==> config.mk <==
export PLATFORM = sky130hd
export DESIGN_NAME = cdc_data_launch
export DESIGN_NICKNAME = d
export VERILOG_FILES = /design/src/rtl/cdc_data_launch_pkg.sv /design/src/rtl/cdc_data_launch_ack_sync.sv /design/src/rtl/cdc_data_launch.sv
export SDC_FILE = /design/constraint.sdc
export NUM_CORES = 1
export LEC_CHECK = 0
export BUFFER_PORTS_ARGS = -buffer_cell sky130_fd_sc_hd__buf_2
export CAP_MARGIN = 25
export CORE_MARGIN = 2
export CORE_UTILIZATION = 38
export CTS_CLUSTER_DIAMETER = 60
export DETAILED_ROUTE_END_ITERATION = 7
export HOLD_SLACK_MARGIN = 0.05
export PLACE_DENSITY = 0.69
export SYNTH_ARGS = -nofsm -noshare
export SYNTH_HDL_FRONTEND = slang
export SYNTH_SLANG_ARGS = --single-unit
export TNS_END_PERCENT = 10
==> constraint.sdc <==
create_clock -name i_clk -period 1.45 [get_ports i_clk]
set_clock_uncertainty 0.15 [all_clocks]
set_input_delay 0.435 -clock i_clk [delete_from_list [all_inputs] [get_ports i_clk]]
set_output_delay 0.435 -clock i_clk [all_outputs]
set_load 0.05 [all_outputs]
==> src/rtl/cdc_data_launch_pkg.sv <==
// cdc_data_launch_pkg: shared width default and FSM state encodings for the CDC launcher
package cdc_data_launch_pkg;

    localparam int WIDTH_DEFAULT = 8;

    typedef enum logic [1:0] {
        IDLE    = 2'd0,
        REQ     = 2'd1,
        RELEASE = 2'd2
    } state_t;

endpackage

==> src/rtl/cdc_data_launch_ack_sync.sv <==
// ack_sync: multi-flop synchronizer bringing the destination acknowledge into the source clock domain
module ack_sync #(
    parameter int STAGES = 2
) (
    input  logic i_clk,
    input  logic i_rst,
    input  logic i_async,
    output logic o_sync
);

    logic [STAGES-1:0] sync_q;

    // CDC: i_async is asynchronous to i_clk; sync_q[0] may go metastable and only sync_q[STAGES-1] is consumed
    always_ff @(posedge i_clk or posedge i_rst) begin
        if (i_rst) sync_q <= '0;
        else       sync_q <= {sync_q[STAGES-2:0], i_async};
    end

    assign o_sync = sync_q[STAGES-1];

endmodule

==> src/rtl/cdc_data_launch.sv <==
// cdc_data_launch: captures a word and launches it across a clock boundary with a four-phase req/ack handshake
module cdc_data_launch
    import cdc_data_launch_pkg::*;
#(
    parameter int WIDTH       = WIDTH_DEFAULT,
    parameter int SYNC_STAGES = 2
) (
    input  logic             i_clk,
    input  logic             i_rst,
    input  logic [WIDTH-1:0] i_data,
    input  logic             i_valid,
    output logic             o_ready,
    output logic [WIDTH-1:0] o_async_data,
    output logic             o_async_en,
    input  logic             i_async_ack,
    output logic             o_done,
    output logic             o_busy
);

    state_t state, state_next;
    logic   sync_ack;
    logic   capture;
    logic   drop_req;
    logic   finish;

    ack_sync #(.STAGES(SYNC_STAGES)) u_ack_sync (
        .i_clk  (i_clk),
        .i_rst  (i_rst),
        .i_async(i_async_ack),
        .o_sync (sync_ack)
    );

    // a stale acknowledge still high from a previous handshake blocks new captures
    assign o_ready = (state == IDLE) & ~sync_ack;
    assign o_busy  = (state != IDLE);

    // handshake sequencing: request until ack seen, then wait for ack to drop
    always_comb begin
        state_next = state;
        capture    = 1'b0;
        drop_req   = 1'b0;
        finish     = 1'b0;
        case (state)
            IDLE:    if (i_valid && !sync_ack) begin capture = 1'b1; state_next = REQ; end
            REQ:     if (sync_ack) begin drop_req = 1'b1; state_next = RELEASE; end
            RELEASE: if (!sync_ack) begin finish = 1'b1; state_next = IDLE; end
            default: state_next = IDLE;
        endcase
    end

    // state register
    always_ff @(posedge i_clk or posedge i_rst) begin
        if (i_rst) state <= IDLE;
        else       state <= state_next;
    end

    // crossing outputs come straight from flops so the destination never sees a glitch
    always_ff @(posedge i_clk or posedge i_rst) begin
        if (i_rst) begin
            o_async_data <= '0;
            o_async_en   <= 1'b0;
            o_done       <= 1'b0;
        end else begin
            o_async_data <= capture ? i_data : o_async_data;
            o_async_en   <= capture | (o_async_en & ~drop_req);
            o_done       <= finish;
        end
    end

endmodule

== Word-level counts from Yosys, hierarchy flattened ==
Cells that the tools add are included.
Operators by class
  equal/unequal tests: 5
  bitwise gates (word level): 5
  reduce and logical (&&, ||, !) cells: 5
  multiplexer cells: 10
Operator list (number)
  $mux 1: 6
  $mux 2: 3
  $pmux 2 s3: 1
  $ne 2x1->1 const B: 2
  $reduce_and 3->1: 1
  $and 1x1->1: 2
  $eq 2x1->1 const B: 1
  $eq 2x2->1 const B: 1
  $logic_not 2->1: 1
  $ne 2x2->1 const B: 1
  $not 1->1: 2
  $reduce_bool 2->1: 1
  $logic_and 1x1->1: 1
  $logic_not 1->1: 1
  $or 1x1->1: 1
Storage, ports and cells
  word-level logic and storage cells: 30
  output and inout port bits: 12
  register bits: 14
  input bits: 12

== Longest topological paths before layout ==
Gate-level depths: netlist of the first run.
  depth after elaboration: 5
  gate-level depth with buffers: 2
  gate-level depth less buffers: 2

== Hierarchy ==
Synthesis of the first run repeated with hierarchy kept, for this count alone.
Second synthesis, totals
  cell total of the unflattened synthesis: 35
  area total of the unflattened synthesis: 535.5 sq um
Modules (own cells, without submodules)
  cdc_data_launch: times used 1, area an instance 481.7 sq um, seq. area each 300.3 sq um, cells each 32
  ack_sync: times used 1, area an instance 53.8 sq um, seq. area each 50.0 sq um, cells each 3

== Least setup slack after synthesis of the first run ==
OpenSTA, ideal clock, no wires.
  path type: flip-flop to output port
  from: register state[1]
  to: output port o_ready
  data arrival time: 1568 ps
  data required time: 865 ps
  stages on the path, launching flop included: 3
  path buffers: 0
  slack: -703 ps
  cell sequence: dfrtp_1 -> or2_2 -> nor2_1
On the way
  cells in the longest elaborated chain, start to end: 2
RTL lines
  from (decl): RTL line cdc_data_launch.sv:20  | state_t state, state_next;
  from (signal assigned): RTL line cdc_data_launch.sv:54  | else state <= state_next;
  $logic_not 2->1: RTL line cdc_data_launch.sv:34  | assign o_ready = (state == IDLE) & ~sync_ack;
  $and 1x1->1: RTL line cdc_data_launch.sv:34
  to (decl): RTL line cdc_data_launch.sv:12  | output logic o_ready,
No other way between the ends.

== Final worst setup path of the first run ==
Ends and elaborated chain as after synthesis.

==> out/results.tsv, run 1 <==
metric	value	unit
outcome	complete, but fails checks	
violations	negative setup slack	
die_h	41.4	um
yosys_warnings	0	
synth_area	531	um2
port_buffers	23	
die_x	41.4	um
final.setup.worst_slack	-0.294	ns
dr.pass1.iters	2	
totalWireLength	1070	um
area_growth	63.4	%
dieArea	0.00171	mm2
hpwl	730	um
nFillCells	113	
cp.required	0.87	ns
worst_slew_pin_slew	0.246	ns
grt.total_usage	14.9	%
slew_headroom	83.7	%
clk_path_buf_depth	2	
startpoint_type	flip-flop	
finalNonFillerCells	86	
cp-startpoint	state[1]$_DFFE_PP0P_	
drive_gt1_share	66.2	%
nNetsFinal	84	
power_density	1650	mW/mm2
finalPower	1.43	mW
syn_avg_cell_area	15.6	um2
rr_startpoint	state[0]$_DFFE_PP0P_	
numClockSinks	14	
num_rows	13	
grt_pass1_wl	1570	um
syn_inst	34	
finalSetupViolCount	10	
path_clk_slew	0.08	ns
rsz0062_at_grt	yes	
antenna_found_initial	0	
overflow	0	
wl_per_cell	12.5	um
highest_layer	met3	
cts_tree	done	
ys_ff_latch	14	
place_congestion	0.634	
cap_violations	0	
yosys.cell_types.count	13	
io_pins	24	
crit_type	reg2out	
start_util	40.8	%
syn_nets	46	
worstSkewPairLatency	0.27	ns
slew_violations	0	
vias_per_cell	4.66	
hp-class	in2reg	
coreArea	0.00130	mm2
grt_pass1_vias	394	
placed_cells	79	
synth_seq_area_share	66.0	%
vdd_ir_drop_max	1.01	mV
period_share	120	%
period_needed	1.74	ns
power.leakage	0.431	nW
antenna_cells	0	
holdWs	0.119	ns
endpoint	o_ready	
fmax	0.573	GHz
root_buffer	clkbuf_4	
critPathMaxFanout	2	
drc	0	
r2r_cells	4	
met1Wirelength	457	um
arrival	1.16	ns
r2r-end	o_async_data[3]$_DFFE_PP0P_	
route.met3.wl	45	um
pre_cts_ws	-0.173	ns
htreeDepth	1	
ff2ff_setup_slack	-0.17	ns
cts_buffers	3	
antenna_left	0	
setup_tns	-1.69	ns
grt_max_degree	11	
route.vias.total	401	
routed-wl-met2	567	um
drt_iter0_drc	1	
end_kind	output port	
hold_viol	0	
[state kept, by name, indices dropped and copies added (netlist names)]
register and count:
o_async_data 8, o_async_en 1, o_done 1, state 2, u_ack_sync.sync_q 2
[power breakdown]
part	internal, mW	switching [mW]
sequential	0.472	0.0581
combinational	0.286	0.393
clock	0.106	0.113
total	0.864	0.565
[metrics by stage]
stage | util [%] | cell area (um2)
after floorplan | - | 542
after global placement | 56.0 | 728
after detailed placement | 56.0 | 728
after CTS | 63.0 | 820
after global routing | 66.6 | 867
final | 66.6 | 867
[critical path, cell delays in order (launching register included)]
cell	delay, ns
dfrtp_1	0.39
or2_4	0.26
nor2_4	0.09
buf_8	0.15
[how the worst min path moves through the flow]
stage | startpoint | to | slack [ns] | depth (start not counted)
2_1_floorplan | i_rst | o_async_data[0]$_DFFE_PP0P_ | 0.17 | 1
3_3_place_gp | i_rst | o_async_data[0]$_DFFE_PP0P_ | 0.18 | 2
3_5_place_dp | i_rst | o_async_data[0]$_DFFE_PP0P_ | 0.19 | 2
4_1_cts | i_async_ack | u_ack_sync.sync_q[0]$_DFF_PP0_ | 0.11 | 1
5_1_grt | i_async_ack | u_ack_sync.sync_q[0]$_DFF_PP0_ | 0.1 | 1
6_report | i_async_ack | u_ack_sync.sync_q[0]$_DFF_PP0_ | 0.12 | 1
[cells in the mapped netlist]
cell / number / share of area, %
a211o_1: 1 / 1.7
and2_1: 1 / 1.2
dfrtp_1: 14 / 66
inv_1: 1 / 0.71
mux2_2: 8 / 17
nand2b_1: 1 / 1.2
nor2_1: 2 / 1.4
nor2b_1: 1 / 1.2
nor3_1: 1 / 0.94
nor3b_1: 1 / 1.4
nor4b_4: 1 / 4.5
or2_2: 1 / 1.2
xor2_1: 1 / 1.7
[timing repair]
action,CTS,global route
endpoints found under the setup margin,19,19
endpoints found under the hold margin,4,0
pin swaps,2,0
hold buffers,1,0
buffers inserted,2,0
gates resized for setup,14,14
[metal layers]
metal / up-vias / global-route usage [%]
met5: - / 0
met4: 0 / 7.26
met3: 0 / 3.19
met2: 13 / 25.8
met1: 198 / 17.5
li1: 190 / -
[cell type report]
cell class	instances	area (um2)	area share, %
tap	15	18.8	2.16
clock buffer	4	26.3	3.03
timing repair buffer	33	265	30.6
inverter	1	3.75	0.433
multi-input combinational	19	201	23.2
sequential	14	352	40.5
[cell families (layout without fill, tap and decap cells)]
logic type | Yosys count | after routing | share of synthesized area (%)
XOR/XNOR | 1 | 1 | 1.65
multiplexers | 8 | 8 | 17.0
buffers and inverters | 1 | 38 | 0.707
AND/OR/NAND/NOR | 9 | 9 | 13.0
AO/OA/AOI/OAI | 1 | 1 | 1.65
flip-flops | 14 | 14 | 66.0
[layout by cell type, fill, tap and decap left out, types with 3 or more instances in the layout]
cell type  count
buf_6         10
clkbuf_4       3
mux2_2         4
mux2_4         4
buf_4          9
buf_2         12
dfrtp_1       13
Note: power is estimated with default switching activity, not from simulation.
==> run 2: changes to the inputs <==
- ABC_CLOCK_PERIOD_IN_PS: unset -> 1450
- REMOVE_ABC_BUFFERS: unset -> 1
==> run 2 against run 1 <==
  * The run still ends with negative setup slack left
  * Power grew 5.2%
  * Setup slack worse by 0.0033 ns
  * First-iteration DRC count unchanged
  * Cell count is the same
  * Die area stayed put
  * Clock-buffer cell count stayed put
  * Critical endpoint unchanged
  * Largest cell class unchanged
  * Highest routed layer is now met4
==> out/results.tsv, run 2 (same netlist as run 1, synthesis figures left out) <==
metric	value	unit
hold_viol	0	
die_h	41.4	um
slew_violations	0	
path_buf_inv	1	
antenna_left	0	
worst_slew_pin_slew	0.257	ns
cap_violations	0	
root_buffer	clkbuf_4	
slew_headroom	82.8	%
clk_path_buf_depth	2	
overflow	0	
route.vias.total	395	
dr.pass1.iters	2	
drive_gt1_share	66.2	%
worstSkewPairLatency	0.27	ns
fin_util	69.7	%
grt_pass1_vias	341	
fmax	0.572	GHz
largest_reg_flops	8	
violations	negative setup slack	
start_util	40.8	%
nNetsFinal	84	
htreeDepth	1	
rsz0062_at_grt	yes	
vias_per_cell	4.59	
num_rows	13	
final.setup.worst_slack	-0.297	ns
drt_iter0_drc	1	
grt_pass1_wl	1410	um
die_x	41.4	um
crit_type	reg2out	
hpwl	745	um
drc	0	
area_growth	71.0	%
path_cells	or2_4 -> nor2_4 -> buf_8	
period_needed	1.75	ns
vdd_ir_drop_max	0.988	mV
hp-class	in2reg	
grt.total_usage	13.4	%
cts_buffers	3	
final_common_cell	dfrtp_1	
end_kind	output port	
numClockSinks	14	
cp.required	0.87	ns
critPathMaxFanout	2	
startpoint_type	flip-flop	
biggestRegsByFlops	o_async_data: 8 flops, state: 2 flops, u_ack_sync.sync_q: 2 flops	
antenna_found_initial	0	
final_cell_mix	14 x dfrtp_1, 12 x buf_2, 12 x buf_6, 7 x mux2_4, 6 x buf_4	
outcome	complete, but fails checks	
period_share	121	%
cts_tree	done	
holdWs	0.116	ns
coreArea	0.00130	mm2
grt_max_degree	15	
power.leakage	0.455	nW
dieArea	0.00171	mm2
top_register	o_async_data	
slowest_delay	0.41	ns
antenna_cells	0	
finalSetupViolCount	10	
power_density	1660	mW/mm2
worst_path_dominant_cell_family	flip-flops	
path_clk_slew	0.08	ns
totalWireLength	1040	um
wl_per_cell	12.1	um
nFillCells	96	
slowest_stage	dfrtp_1	
place_congestion	0.655	
arrival	1.16	ns
io_pins	24	
port_buffers	23	
==> run 2: cell types whose count changed in the layout (fill, tap and decap cells not counted), moves of 2 or more <==
cell,previous run,this run
buf_6,10,12
mux2_2,4,1
mux2_4,4,7
buf_4,9,6
==> run 2: through the flow <==
| step | cells | power (mW) | setup TNS (ns) | setup slack, ns | instance area [um2] |
|---|---|---|---|---|---|
| detailed placement | 80 | 1.07 | -1.35 | -0.153 | 737 |
| global placement | 80 | 1.06 | -1.20 | -0.139 | 737 |
| global route | 86 | 1.57 | -2.79 | -0.356 | 907 |
| floorplan | 34 | 0.918 | -1.74 | -0.703 | 531 |
| CTS | 85 | 1.42 | -1.96 | -0.336 | 832 |
| finish | 86 | 1.50 | -2.36 | -0.297 | 907 |
==> run 2: report_power, final <==
group	internal, mW	leakage, nW	switching (mW)	total (mW)
Sequential	0.471	0.167	0.0591	0.531
Combinational	0.310	0.267	0.393	0.703
Clock	0.152	0.0210	0.117	0.270
==> run 2: layout make-up <==
type | instances | area [um2] | area share [%]
clock buffer | 4 | 36.3 | 4.00
inverter | 1 | 3.75 | 0.414
multi-input combinational | 19 | 213 | 23.4
sequential | 14 | 350 | 38.6
tap | 15 | 18.8 | 2.07
timing repair buffer | 33 | 285 | 31.4
==> run 2: path summary, 6_finish.rpt <==
| path | startpoint | depth (start not counted) | slack, ns | endpoint |
|---|---|---|---|---|
| hold reg to reg | u_ack_sync.sync_q[0]$_DFF_PP0_ | 0 | 0.20 | u_ack_sync.sync_q[1]$_DFF_PP0_ |
| max in group asynchronous | i_rst | 4 | 0.44 | o_done$_DFF_PP0_ |
| min in group asynchronous | i_rst | 4 | 0.55 | u_ack_sync.sync_q[1]$_DFF_PP0_ |
| hold / removal | i_async_ack | 1 | 0.12 | u_ack_sync.sync_q[0]$_DFF_PP0_ |
| setup / recovery | state[0]$_DFFE_PP0P_ | 3 | -0.30 | o_ready |
| setup reg to reg | state[0]$_DFFE_PP0P_ | 5 | -0.25 | o_async_data[5]$_DFFE_PP0P_ |
==> run 2: per-layer routing <==
layer  wire length [um]  global-route usage (%)  up-vias
li1                   -                       -      190
met1                431                    15.9      193
met2                559                    21.1       10
met3                 42                    4.79        2
met4                  7                    7.26        0
met5                  0                       0        -
==> run 2: timing repair <==
| item | CTS | global route |
|---|---|---|
| resized for setup | 17 | 18 |
| hold buffers | 1 | 0 |
| endpoints found under the setup margin | 20 | 20 |
| hold endpoints to repair | 14 | 0 |
| pin swaps | 1 | 1 |
| setup buffers | 0 | 1 |
==> run 3: changes to the inputs <==
- SKIP_LAST_GASP: unset -> 1
==> run 3 against run 2 <==
  * The flow still finishes with violations (negative setup slack)
  * Sequential share of layout area up 4.6 points
  * Worst hold slack better by 0.00062 ns
  * Maximum frequency rose by 0.47%
  * First-iteration DRC count grew 100%
  * Die area is the same
  * Critical path depth unchanged
  * Critical path type unchanged
==> out/results.tsv, run 3 (same netlist as run 1, synthesis figures left out) <==
metric	value	unit
crit_type	reg2out	
arrival	1.15	ns
vias_per_cell	4.52	
slew_headroom	82.8	%
rr_startpoint	state[0]$_DFFE_PP0P_	
antenna_cells	0	
largest_reg_flops	8	
area_growth	52.8	%
htreeDepth	1	
final_cell_area	811	um2
drive_gt1_share	66.2	%
violations	negative setup slack	
clk_path_buf_depth	2	
drc	0	
totalWireLength	949	um
dieArea	0.00171	mm2
nNetsFinal	84	
final_cell_mix	22 x buf_2, 14 x dfrtp_1, 8 x mux2_2, 8 x buf_4, 3 x clkbuf_4	
antenna_found_initial	0	
port_buffers	23	
die_h	41.4	um
vdd_ir_drop_max	0.859	mV
route.vias.total	389	
start_util	40.8	%
worstSkewPairLatency	0.27	ns
wl_per_cell	11.0	um
post_dp_cell_area	737	um2
final.setup.worst_slack	-0.289	ns
grt.total_usage	13.4	%
rsz0062_at_grt	yes	
antenna_left	0	
die_x	41.4	um
grt_max_degree	15	
end_kind	output port	
dr.pass1.iters	2	
nFillCells	112	
final_common_cell	buf_2	
period_needed	1.74	ns
period_share	120	%
drt_iter0_drc	2	
worst_slew_pin_slew	0.257	ns
r2r_cells	5	
hpwl	745	um
slowest_delay	0.39	ns
finalSetupViolCount	19	
outcome	complete, but fails checks	
cp.required	0.87	ns
numClockSinks	14	
endpoint	o_ready	
critPathMaxFanout	2	
ff2ff_setup_slack	-0.27	ns
io_pins	24	
grt_pass1_vias	336	
num_rows	13	
hold_viol	0	
fmax	0.575	GHz
cts_buffers	3	
biggestRegsByFlops	o_async_data: 8 flops, state: 2 flops, u_ack_sync.sync_q: 2 flops	
startpoint_type	flip-flop	
setup_tns	-2.76	ns
path_clk_slew	0.08	ns
power_density	1670	mW/mm2
cts_tree	done	
r2r-end	o_async_data[3]$_DFFE_PP0P_	
overflow	0	
grt_pass1_wl	1410	um
root_buffer	clkbuf_4	
top_register	o_async_data	
fin_util	62.3	%
place_congestion	0.655	
power.leakage	0.408	nW
path_cells	or2_4 -> nor2_4 -> buf_8	
hp-class	in2reg	
cap_violations	0	
slew_violations	0	
coreArea	0.00130	mm2
cp-startpoint	state[1]$_DFFE_PP0P_	
slowest_stage	dfrtp_1	
run 3: cell count changes in the layout (fill, tap and decap cells not counted):
cell and delta:
buf_6 -12, mux2_4 -7, buf_2 +10, mux2_2 +7
buf_4 +2
run 3: power breakdown:
part / switching [mW] / internal (mW)
Combinational: 0.386 / 0.187
Sequential: 0.0378 / 0.471
Clock: 0.116 / 0.152
Total: 0.540 / 0.810
run 3: repair_timing:
item / 4_1_cts / 5_1_grt
pin swaps: 1 / 1
resized for setup: 5 / 1
hold buffers: 1 / 0
endpoints found under the hold margin: 14 / 0
setup buffers: 0 / 1
endpoints found under the setup margin: 20 / 20
cloned: 0 / 0
run 3: critical path, delay by kind of cell (launching register included):
kind | cells | cell delay, ns
AND/OR/NAND/NOR | 2 | 0.35
buffers and inverters | 1 | 0.15
flip-flops | 1 | 0.39
run 3: worst min-delay path by stage:
stage / start / to / slack (ns) / depth (start not counted)
floorplan: i_rst / o_async_data[0]$_DFFE_PP0P_ / 0.17 / 1
finish: i_async_ack / u_ack_sync.sync_q[0]$_DFF_PP0_ / 0.12 / 1
CTS: i_async_ack / u_ack_sync.sync_q[0]$_DFF_PP0_ / 0.11 / 1
detailed placement: u_ack_sync.sync_q[0]$_DFF_PP0_ / u_ack_sync.sync_q[1]$_DFF_PP0_ / 0.19 / 0
global route: i_async_ack / u_ack_sync.sync_q[0]$_DFF_PP0_ / 0.1 / 1
global placement: u_ack_sync.sync_q[0]$_DFF_PP0_ / u_ack_sync.sync_q[1]$_DFF_PP0_ / 0.18 / 0
run 3: cell type report:
type / count / area, um2 / area share, %
Sequential cell: 14 / 350 / 43.2
Timing Repair Buffer: 33 / 215 / 26.5
Multi-Input combinational cell: 19 / 186 / 23.0
Clock buffer: 4 / 36.3 / 4.48
Tap cell: 15 / 18.8 / 2.31
Inverter: 1 / 3.75 / 0.463
run 3: routing by layer:
metal / global-route usage (%) / part of all wire (%)
met5: 0 / 0
met4: 7.26 / 0.74
met3: 4.79 / 4.8
met2: 20.3 / 53
met1: 16.6 / 41
run 3: metrics by stage:
stage | setup slack, ns | instances | total power, mW | hold slack [ns]
floorplan | -0.703 | 34 | 0.918 | 0.174
global placement | -0.139 | 80 | 1.06 | 0.183
detailed placement | -0.153 | 80 | 1.07 | 0.187
CTS | -0.336 | 85 | 1.37 | 0.106
global route | -0.348 | 86 | 1.42 | 0.0955
finish | -0.289 | 86 | 1.35 | 0.117
